## src/rtl/cpu_ctrl_pkg.sv

```systemverilog
// Shared control definitions for the pipeline hazard unit.
// FSM state encoding, register-zero constant, default cycle counts.
package cpu_ctrl_pkg;

  typedef enum logic [1:0] {
    RUN    = 2'b00,
    STALL  = 2'b01,
    DRAIN  = 2'b10,
    HALTED = 2'b11
  } hz_state_e;

  localparam int REG_ZERO         = 0;
  localparam int DEF_LD_STALL_CYC = 1;
  localparam int DEF_DRAIN_CYC    = 3;

endpackage

```

## src/rtl/pipe_hazard_perf_cnt.sv

```systemverilog
// 16-bit saturating event counter for hazard statistics.
// Only built when HAZARD_PERF_EN is defined.
`ifdef HAZARD_PERF_EN
module hazard_perf_cnt (
  input  logic        clk,
  input  logic        rst_n,
  input  logic        inc_i,
  output logic [15:0] cnt_o
);

  logic [15:0] cnt_q;
  logic [15:0] cnt_d;

  // count up on each event, hold once all ones
  always_comb begin
    cnt_d = cnt_q;
    if (inc_i && (cnt_q != 16'hFFFF)) begin
      cnt_d = cnt_q + 16'd1;
    end
  end

  // counter register
  always_ff @(posedge clk or negedge rst_n) begin
    if (!rst_n) begin
      cnt_q <= '0;
    end else begin
      cnt_q <= cnt_d;
    end
  end

  assign cnt_o = cnt_q;

endmodule
`endif

```

## src/rtl/pipe_hazard_ctrl.sv

```systemverilog
// Stall/flush/halt controller for the 5-stage pipeline.
// HAZARD_PERF_EN adds saturating stall/flush/cycle counters.
module pipe_hazard_ctrl
  import cpu_ctrl_pkg::*;
#(
  parameter int LD_STALL_CYC = DEF_LD_STALL_CYC,
  parameter int DRAIN_CYC    = DEF_DRAIN_CYC,
  parameter int REG_AW       = 4
) (
  input  logic              clk,
  input  logic              rst_n,
  input  logic [REG_AW-1:0] id_rs1,
  input  logic [REG_AW-1:0] id_rs2,
  input  logic              id_use_rs1,
  input  logic              id_use_rs2,
  input  logic              id_jump,
  input  logic              id_hlt,
  input  logic              ex_memRd,
  input  logic [REG_AW-1:0] ex_rd,
  input  logic              mem_pcSrc,
  output logic              pc_en,
  output logic              IF_ID_en,
  output logic              ID_EX_en,
  output logic              EX_MEM_en,
  output logic              MEM_WB_en,
  output logic              IF_ID_flush,
  output logic              ID_EX_flush,
  output logic              EX_MEM_flush,
  output logic              hlt
`ifdef HAZARD_PERF_EN
  ,
  output logic [15:0]       perf_stall,
  output logic [15:0]       perf_flush,
  output logic [15:0]       perf_cyc
`endif
);

  localparam int SW = 2;
  localparam int DW = (DRAIN_CYC > 1) ? $clog2(DRAIN_CYC) : 1;
  localparam logic [SW-1:0] STALL_LD = SW'(LD_STALL_CYC - 1);
  localparam logic [DW-1:0] DRAIN_LD = DW'(DRAIN_CYC - 1);

  hz_state_e     state_q;
  hz_state_e     state_d;
  logic [SW-1:0] stall_cnt_q;
  logic [SW-1:0] stall_cnt_d;
  logic [DW-1:0] drain_cnt_q;
  logic [DW-1:0] drain_cnt_d;
  logic          lu;

  // load in EX feeding a source of ID; r0 never hazards
  assign lu = ex_memRd
            && (ex_rd != REG_AW'(REG_ZERO))
            && ((id_use_rs1 && (id_rs1 == ex_rd))
             || (id_use_rs2 && (id_rs2 == ex_rd)));

  // next state, counters and pipeline controls
  always_comb begin
    state_d      = state_q;
    stall_cnt_d  = stall_cnt_q;
    drain_cnt_d  = drain_cnt_q;
    pc_en        = 1'b1;
    IF_ID_en     = 1'b1;
    ID_EX_en     = 1'b1;
    EX_MEM_en    = 1'b1;
    MEM_WB_en    = 1'b1;
    IF_ID_flush  = 1'b0;
    ID_EX_flush  = 1'b0;
    EX_MEM_flush = 1'b0;
    hlt          = 1'b0;

    if ((state_q != HALTED) && mem_pcSrc) begin
      // taken branch kills everything younger, incl. stalls/halts
      IF_ID_flush  = 1'b1;
      ID_EX_flush  = 1'b1;
      EX_MEM_flush = 1'b1;
      stall_cnt_d  = '0;
      drain_cnt_d  = '0;
      state_d      = RUN;
    end else begin
      unique case (state_q)
        RUN: begin
          if (lu) begin
            pc_en       = 1'b0;
            IF_ID_en    = 1'b0;
            ID_EX_flush = 1'b1;
            stall_cnt_d = STALL_LD;
            state_d     = (STALL_LD != '0) ? STALL : RUN;
          end else if (id_hlt) begin
            pc_en       = 1'b0;
            IF_ID_flush = 1'b1;
            drain_cnt_d = DRAIN_LD;
            state_d     = (DRAIN_LD != '0) ? DRAIN : HALTED;
          end else if (id_jump) begin
            IF_ID_flush = 1'b1;
          end
        end
        STALL: begin
          pc_en       = 1'b0;
          IF_ID_en    = 1'b0;
          ID_EX_flush = 1'b1;
          stall_cnt_d = stall_cnt_q - SW'(1);
          if (stall_cnt_q <= SW'(1)) begin
            stall_cnt_d = '0;
            state_d     = RUN;
          end
        end
        DRAIN: begin
          pc_en       = 1'b0;
          IF_ID_flush = 1'b1;
          drain_cnt_d = drain_cnt_q - DW'(1);
          if (drain_cnt_q <= DW'(1)) begin
            drain_cnt_d = '0;
            state_d     = HALTED;
          end
        end
        HALTED: begin
          pc_en     = 1'b0;
          IF_ID_en  = 1'b0;
          ID_EX_en  = 1'b0;
          EX_MEM_en = 1'b0;
          MEM_WB_en = 1'b0;
          hlt       = 1'b1;
        end
        default: state_d = RUN;
      endcase
    end

    // a flushed register is written with a bubble
    IF_ID_en  = IF_ID_en  | IF_ID_flush;
    ID_EX_en  = ID_EX_en  | ID_EX_flush;
    EX_MEM_en = EX_MEM_en | EX_MEM_flush;
  end

  // state and counter registers
  always_ff @(posedge clk or negedge rst_n) begin
    if (!rst_n) begin
      state_q     <= RUN;
      stall_cnt_q <= '0;
      drain_cnt_q <= '0;
    end else begin
      state_q     <= state_d;
      stall_cnt_q <= stall_cnt_d;
      drain_cnt_q <= drain_cnt_d;
    end
  end

`ifdef HAZARD_PERF_EN
  logic stall_ev;
  logic flush_ev;
  logic cyc_ev;

  assign stall_ev = !mem_pcSrc
                 && (((state_q == RUN) && lu)
                  || (state_q == STALL));
  assign flush_ev = (state_q != HALTED)
                 && (mem_pcSrc
                  || ((state_q == RUN) && id_jump
                   && !lu && !id_hlt));
  assign cyc_ev   = (state_q != HALTED);

  hazard_perf_cnt u_stall_cnt (
    .clk   (clk),
    .rst_n (rst_n),
    .inc_i (stall_ev),
    .cnt_o (perf_stall)
  );

  hazard_perf_cnt u_flush_cnt (
    .clk   (clk),
    .rst_n (rst_n),
    .inc_i (flush_ev),
    .cnt_o (perf_flush)
  );

  hazard_perf_cnt u_cyc_cnt (
    .clk   (clk),
    .rst_n (rst_n),
    .inc_i (cyc_ev),
    .cnt_o (perf_cyc)
  );
`endif

endmodule

```

## config.mk

```make
export PLATFORM = sky130hd
export DESIGN_NAME = pipe_hazard_ctrl
export DESIGN_NICKNAME = d
export VERILOG_FILES = /design/src/rtl/cpu_ctrl_pkg.sv /design/src/rtl/pipe_hazard_perf_cnt.sv /design/src/rtl/pipe_hazard_ctrl.sv
export SDC_FILE = /design/constraint.sdc
export NUM_CORES = 1
export LEC_CHECK = 0
export CAP_MARGIN = 10
export CORE_MARGIN = 2
export CORE_UTILIZATION = 35
export DETAILED_ROUTE_END_ITERATION = 8
export PLACE_DENSITY_LB_ADDON = 0.05
export SETUP_SLACK_MARGIN = 0.02
export SLEW_MARGIN = 5
export SYNTH_ARGS = -nofsm -noshare
export SYNTH_HDL_FRONTEND = slang
export SYNTH_SLANG_ARGS = --single-unit
```

## constraint.sdc

```tcl
create_clock -name clk -period 3.1 [get_ports clk]
set_clock_uncertainty 0.1 [all_clocks]
set_input_delay 0.93 -clock clk [delete_from_list [all_inputs] [get_ports clk]]
set_output_delay 0.93 -clock clk [all_outputs]
set_load 0.005 [all_outputs]
```

# Yosys cells after proc, flatten, opt, wreduce, memory -nomap -nowiden
# Index checks and enable logic that the tools add are counted.
dict set report op_classes {
  add_sub_neg 2
  magnitude_cmp 2
  n_eq_ne 12
  mux 34
  n_bitwise 3
  reduce_logical 16
}
# op count
set ops {}
lappend ops {{2-bit two-way mux} 11}
lappend ops {{1-bit two-way mux} 16}
lappend ops {{3-bit != test (second input constant)} 5}
lappend ops {{4-bit == test} 2}
lappend ops {{1-bit case mux with 2 select lines} 4}
lappend ops {{2-bit case mux with 2 select lines} 2}
lappend ops {{4-bit nonzero test} 2}
lappend ops {{2-bit case mux with 3 select lines} 1}
lappend ops {{3-bit nonzero test} 2}
lappend ops {{1-bit logical AND} 5}
lappend ops {{2-bit == test (second input constant)} 2}
lappend ops {{2-bit by 1-bit less-or-equal comparator with 1-bit output (second input constant)} 2}
lappend ops {{4-bit != test (second input constant)} 1}
lappend ops {{4-bit AND reduction} 1}
lappend ops {{2-bit by 1-bit subtractor with 2-bit output (second input constant)} 2}
lappend ops {{1-bit OR} 3}
lappend ops {{3-bit AND reduction} 1}
lappend ops {{3-bit OR reduction} 1}
lappend ops {{2-bit by 1-bit == test with 1-bit output (second input constant)} 1}
lappend ops {{2-bit logical NOT} 1}
lappend ops {{2-bit != test (second input constant)} 1}
lappend ops {{2-bit AND reduction} 1}
lappend ops {{2-bit OR reduction} 1}
lappend ops {{1-bit logical OR} 1}
dict set report word_totals {
  ff_bits 6
  in_bits 20
  output_inout_bits 9
  elab_cells 72
}

# Depth between registers and ports, before layout
# Gate-level depths: netlist of the first run.
dict set report logic_depth {
  depth_word 8
  depth_mapped 7
  depth_no_buf 7
}

# Worst setup path after synthesis of the first run
# OpenSTA, ideal clock, no wires.
dict set report synth_path {
  path_kind {input to output}
  startpoint {input port ex_rd[0]}
  endpoint {output port ID_EX_flush}
  t_arrival_ns 1.950
  required_ns 2.070
  slack_ns 0.120
  cell_stages 4
  n_path_buf 0
  cell_sequence {o41a_1 -> nand4_1 -> nand2_1 -> a211o_1}
}
dict set report synth_via {
  elab_chain_len 7
  elab_cells_between_ends 11
  cone_classes {eq/ne (2); mux (3); reduce/logical (6)}
}
# item line_no
set synth_lines {}
lappend synth_lines {{start: declaration} pipe_hazard_ctrl.sv:19} ;# input logic [REG_AW-1:0] ex_rd,
lappend synth_lines {{4-bit == test (on tied branches)} {pipe_hazard_ctrl.sv:54, pipe_hazard_ctrl.sv:55}}
lappend synth_lines {{1-bit logical AND (on tied branches)} {pipe_hazard_ctrl.sv:54, pipe_hazard_ctrl.sv:55}}
lappend synth_lines {{1-bit logical OR} pipe_hazard_ctrl.sv:55} ;# || (id_use_rs2 && (id_rs2 == ex_rd)));
lappend synth_lines {{1-bit logical AND *} pipe_hazard_ctrl.sv:54} ;# && ((id_use_rs1 && (id_rs1 == ex_rd))
lappend synth_lines {{1-bit two-way mux *} pipe_hazard_ctrl.sv:83} ;# if (lu) begin
lappend synth_lines {{1-bit case mux with 2 select lines *} pipe_hazard_ctrl.sv:81} ;# unique case (state_q)
lappend synth_lines {{1-bit two-way mux *} pipe_hazard_ctrl.sv:72} ;# if ((state_q != HALTED) && mem_pcSrc) begin
lappend synth_lines {{end: declaration} pipe_hazard_ctrl.sv:27} ;# output logic ID_EX_flush,
# Every way passes the cells marked *; elsewhere a longest branch is shown, timed or not.

# Worst setup path in the final report of the first run
dict set report layout_path {
  startpoint {input port ex_rd[2]}
  endpoint {output port IF_ID_en}
}
dict set report layout_via {
  elab_chain_len 8
  elab_cells_between_ends 15
  cone_classes {eq/ne (2); mux (6); bitwise (1); reduce/logical (6)}
}
# item line_no
set layout_lines {}
lappend layout_lines {{4-bit == test (on tied branches)} {pipe_hazard_ctrl.sv:54, pipe_hazard_ctrl.sv:55}}
lappend layout_lines {{1-bit logical AND (on tied branches)} {pipe_hazard_ctrl.sv:54, pipe_hazard_ctrl.sv:55}}
lappend layout_lines {{1-bit logical OR} pipe_hazard_ctrl.sv:55}
lappend layout_lines {{1-bit logical AND *} pipe_hazard_ctrl.sv:54}
lappend layout_lines {{1-bit two-way mux} pipe_hazard_ctrl.sv:83}
lappend layout_lines {{1-bit case mux with 2 select lines} pipe_hazard_ctrl.sv:81}
lappend layout_lines {{1-bit two-way mux} pipe_hazard_ctrl.sv:72}
lappend layout_lines {{1-bit OR *} pipe_hazard_ctrl.sv:130} ;# IF_ID_en = IF_ID_en | IF_ID_flush;
lappend layout_lines {{end: declaration} pipe_hazard_ctrl.sv:22} ;# output logic IF_ID_en,
# Marks and branches as above.

==> results.md, run 1 <==
* Outcome: finished with violations
* Failing checks: setup timing
* H-tree Lvls at 1
* Starting Density at 37.2%
* Reg2reg setup slack at 1.31 ns
* Die X at 46.9 um
* Via/cell ratio at 5.24
* Critical path launch point type: input port
* Cell internal pwr at 0.161 mW
* F_max at 311 MHz
* FFs w/ async S/R, synth at 100%
* EDFF count, synth at 0
* Commonest non-fill, non-tap cells in the layout: buf_4 (20), clkdlybuf4s50_1 (10), nand2_1 (8), buf_2 (7)
* Row count at 15
* CTS tree: done
* Residual DRC count at 0
* Share of cells above drive strength 1 at 40.2%
* Reg-to-Reg Start: state_q[1]
* WL per Instance at 14.0 um
* Worst endpoint data arrival time at 2.19 ns
* Area of the multi-input gates at 509 um2
* Synth Register Bits at 6
* Post-synthesis sequential area ratio at 23.3%
* Synthesized area per cell at 8.46 um2
* Critical path peak fanout at 4
* Worst-case clock buffer depth at 2
* GPL Wtd Cong at 0.818
* Syn Nets at 102
* Max Cap Viol at 0
* Fin. Hold Viols at 0
* Hold_buf cts at 0
* DIE AREA at 2200 um2
* Post-Route WL at 2200 um
* Fin worst setup slack at -0.120 ns
* Synthesized cell area at 643 um2
* Routed Antenna Nets at 0
* Min Hold Slack at 0.439 ns
* Clock share of power at 35.1%
* Most common cell after layout, fill and taps aside: buf_4
* Pins Over Slew Limit at 0
* Crit Path Category: input port to output pin
* Pwr Total at 0.217 mW
* # diodes at 0
* Cells on worst reg2reg path at 6
* Initial DRC Count at 11
* Switching Fraction at 26.1%
* Peak VDD IR at 108 uV
* Final Util at 70.1%
* GRT Util Overall at 22.4%
* Unique masters post-synth at 32
* Vias in the first global route at 826
* CP Data Required Time at 2.07 ns
* Hold depth at 2
* Finish-stage setup viols at 4
* CTS Sinks at 6
* Core ar. at 1730 um2
* Worst hold path class: register to register
* Sequential share of power at 37.0%
* Pre-CTS WS at -0.847 ns
* Period utilization at 104%
* Worst-Skew Late Latency at 0.25 ns
* Sw Pwr at 0.0568 mW
* CP Capture Type: output pin
* Post-DP HPWL at 1480 um
* Detailed Routing Iterations Pass 1 at 4
* CTS clk-pin slew, worst paths at 0.05 ns
* Hold_sp: stall_cnt_q[1]
* # port buffers at 28
* Io pins at 29
* Area growth, synth to finish at 88.3%
* P per Cell Area at 179 nW/um2
* Vias at 822
* Leakage at 0.576 nW
* Fin crit period at 3.22 ns
* RSZ-0062 raised after global routing: yes
* Clock tree root buffer cell: clkbuf_4
* Hold Path Sink: stall_cnt_q[1]
* RR Endpoint: stall_cnt_q[0]
* Relative slew margins at 77.4%
* First-pass GRT wire length at 3490 um
* Filler cells at 152
* Register area at 150 um2
* NumNets Final at 160
* Die height at 46.9 um
* Num CTS Buffers at 3
* Comb pwr share at 27.8%
* Syn. warnings at 0
* Initial antenna violation count at 0
* Worst-margin pin slew at 0.338 ns
* Primary FF master, synth: dfrtp_1
* Largest net degree at the start of global routing at 9
* Congestion Overflow GR at 0
* Cells after Synth at 76
## final cells by class
cell class / count / area share, %
clock buffer: 3 / 1.86
inverter: 7 / 2.17
multi-input combinational: 62 / 42.0
sequential: 6 / 12.4
tap: 25 / 2.58
timing repair buffer: 54 / 38.9
## critical path: stages
cell      delay, ns
buf_8          0.10
buf_6          0.11
xor2_2         0.14
nor3_2         0.21
nand4_1        0.22
nand3_2        0.17
buf_6          0.11
o211ai_1       0.07
buf_2          0.13
## metrics by stage
| stage | setup TNS (ns) | instances | area [um2] |
|---|---|---|---|
| after floorplan | 0 | 76 | 643 |
| after global placement | -3.25 | 139 | 1030 |
| after detailed placement | -3.42 | 139 | 1030 |
| after CTS | -0.335 | 159 | 1220 |
| after global routing | -0.627 | 157 | 1210 |
| final | -0.367 | 157 | 1210 |
## per-layer routing
layer  vias to the layer above  part of all wire (%)  track usage, %
met2                        43                    52            39.2
met1                       375                    39            25.8
li1                        398                     -               -
met3                         6                   6.8            6.92
met4                         0                   1.6            7.22
met5                         -                     0               0
## worst max path at each step
| stage | from | end | cells past startpoint |
|---|---|---|---|
| finish | ex_rd[2] | IF_ID_en | 9 |
| global route | ex_rd[2] | IF_ID_en | 9 |
| CTS | ex_rd[2] | IF_ID_en | 9 |
| detailed placement | ex_rd[0] | IF_ID_en | 8 |
| global placement | ex_rd[0] | IF_ID_flush | 6 |
| floorplan | ex_rd[0] | ID_EX_flush | 4 |
## cell usage after synthesis, types with 2 or more instances
cell type  number  share of area, %
nand2_1         8               4.7
dfrtp_1         6                23
ha_1            6                12
inv_1           6               3.5
xor2_1          6               8.2
nand3_1         4               3.1
a31oi_1         3               2.9
nand4_1         3               2.9
nor2_1          3               1.8
nor3_1          3               2.3
nand2b_1        2               1.9
nor3_2          2               3.1
o211ai_1        2               2.3
o21ai_1         2               1.6
o32ai_1         2               2.7
xnor2_1         2               2.7
## registers in the layout, summed over array words and instances, names as in the netlist
register	cells
drain_cnt_q	2
stall_cnt_q	2
state_q	2
## power by group through the flow
stage          clock network [mW]  registers (mW)  logic, mW
3_5_place_dp                    0          0.0816     0.0531
4_1_cts                    0.0789          0.0803     0.0583
3_3_place_gp                    0          0.0816     0.0530
6_report                   0.0763          0.0805     0.0605
5_1_grt                    0.0840          0.0804     0.0648
2_1_floorplan                   0          0.0813     0.0148
## repair_timing
action	in CTS	in global routing
gates cloned	0	0
pin swaps	17	7
setup endpoints to repair	5	6
setup buffers	17	0
gates resized for setup	70	5
hold endpoints to repair	0	0
## cell families after synthesis
kind of cell	after synthesis	synth area share [%]
adder cells (fa/ha/maj)	6	11.7
XOR/XNOR	8	10.9
flip-flops	6	23.3
AO/OA/AOI/OAI	19	23.5
buffers and inverters	8	5.25
AND/OR/NAND/NOR	29	25.3
Note: power is estimated with default switching activity, not from simulation.
==> inputs of run 2 (changes only) <==
--- a/config.mk
+++ b/config.mk
@@ -5,7 +5,7 @@
 export SDC_FILE = /design/constraint.sdc
 export NUM_CORES = 1
 export LEC_CHECK = 0
-export CAP_MARGIN = 10
+export CAP_MARGIN = 20
 export CORE_MARGIN = 2
 export CORE_UTILIZATION = 35
 export DETAILED_ROUTE_END_ITERATION = 8
==> results of run 2 <==
No change in the layout: final DEF, timing and power equal those of run 1.
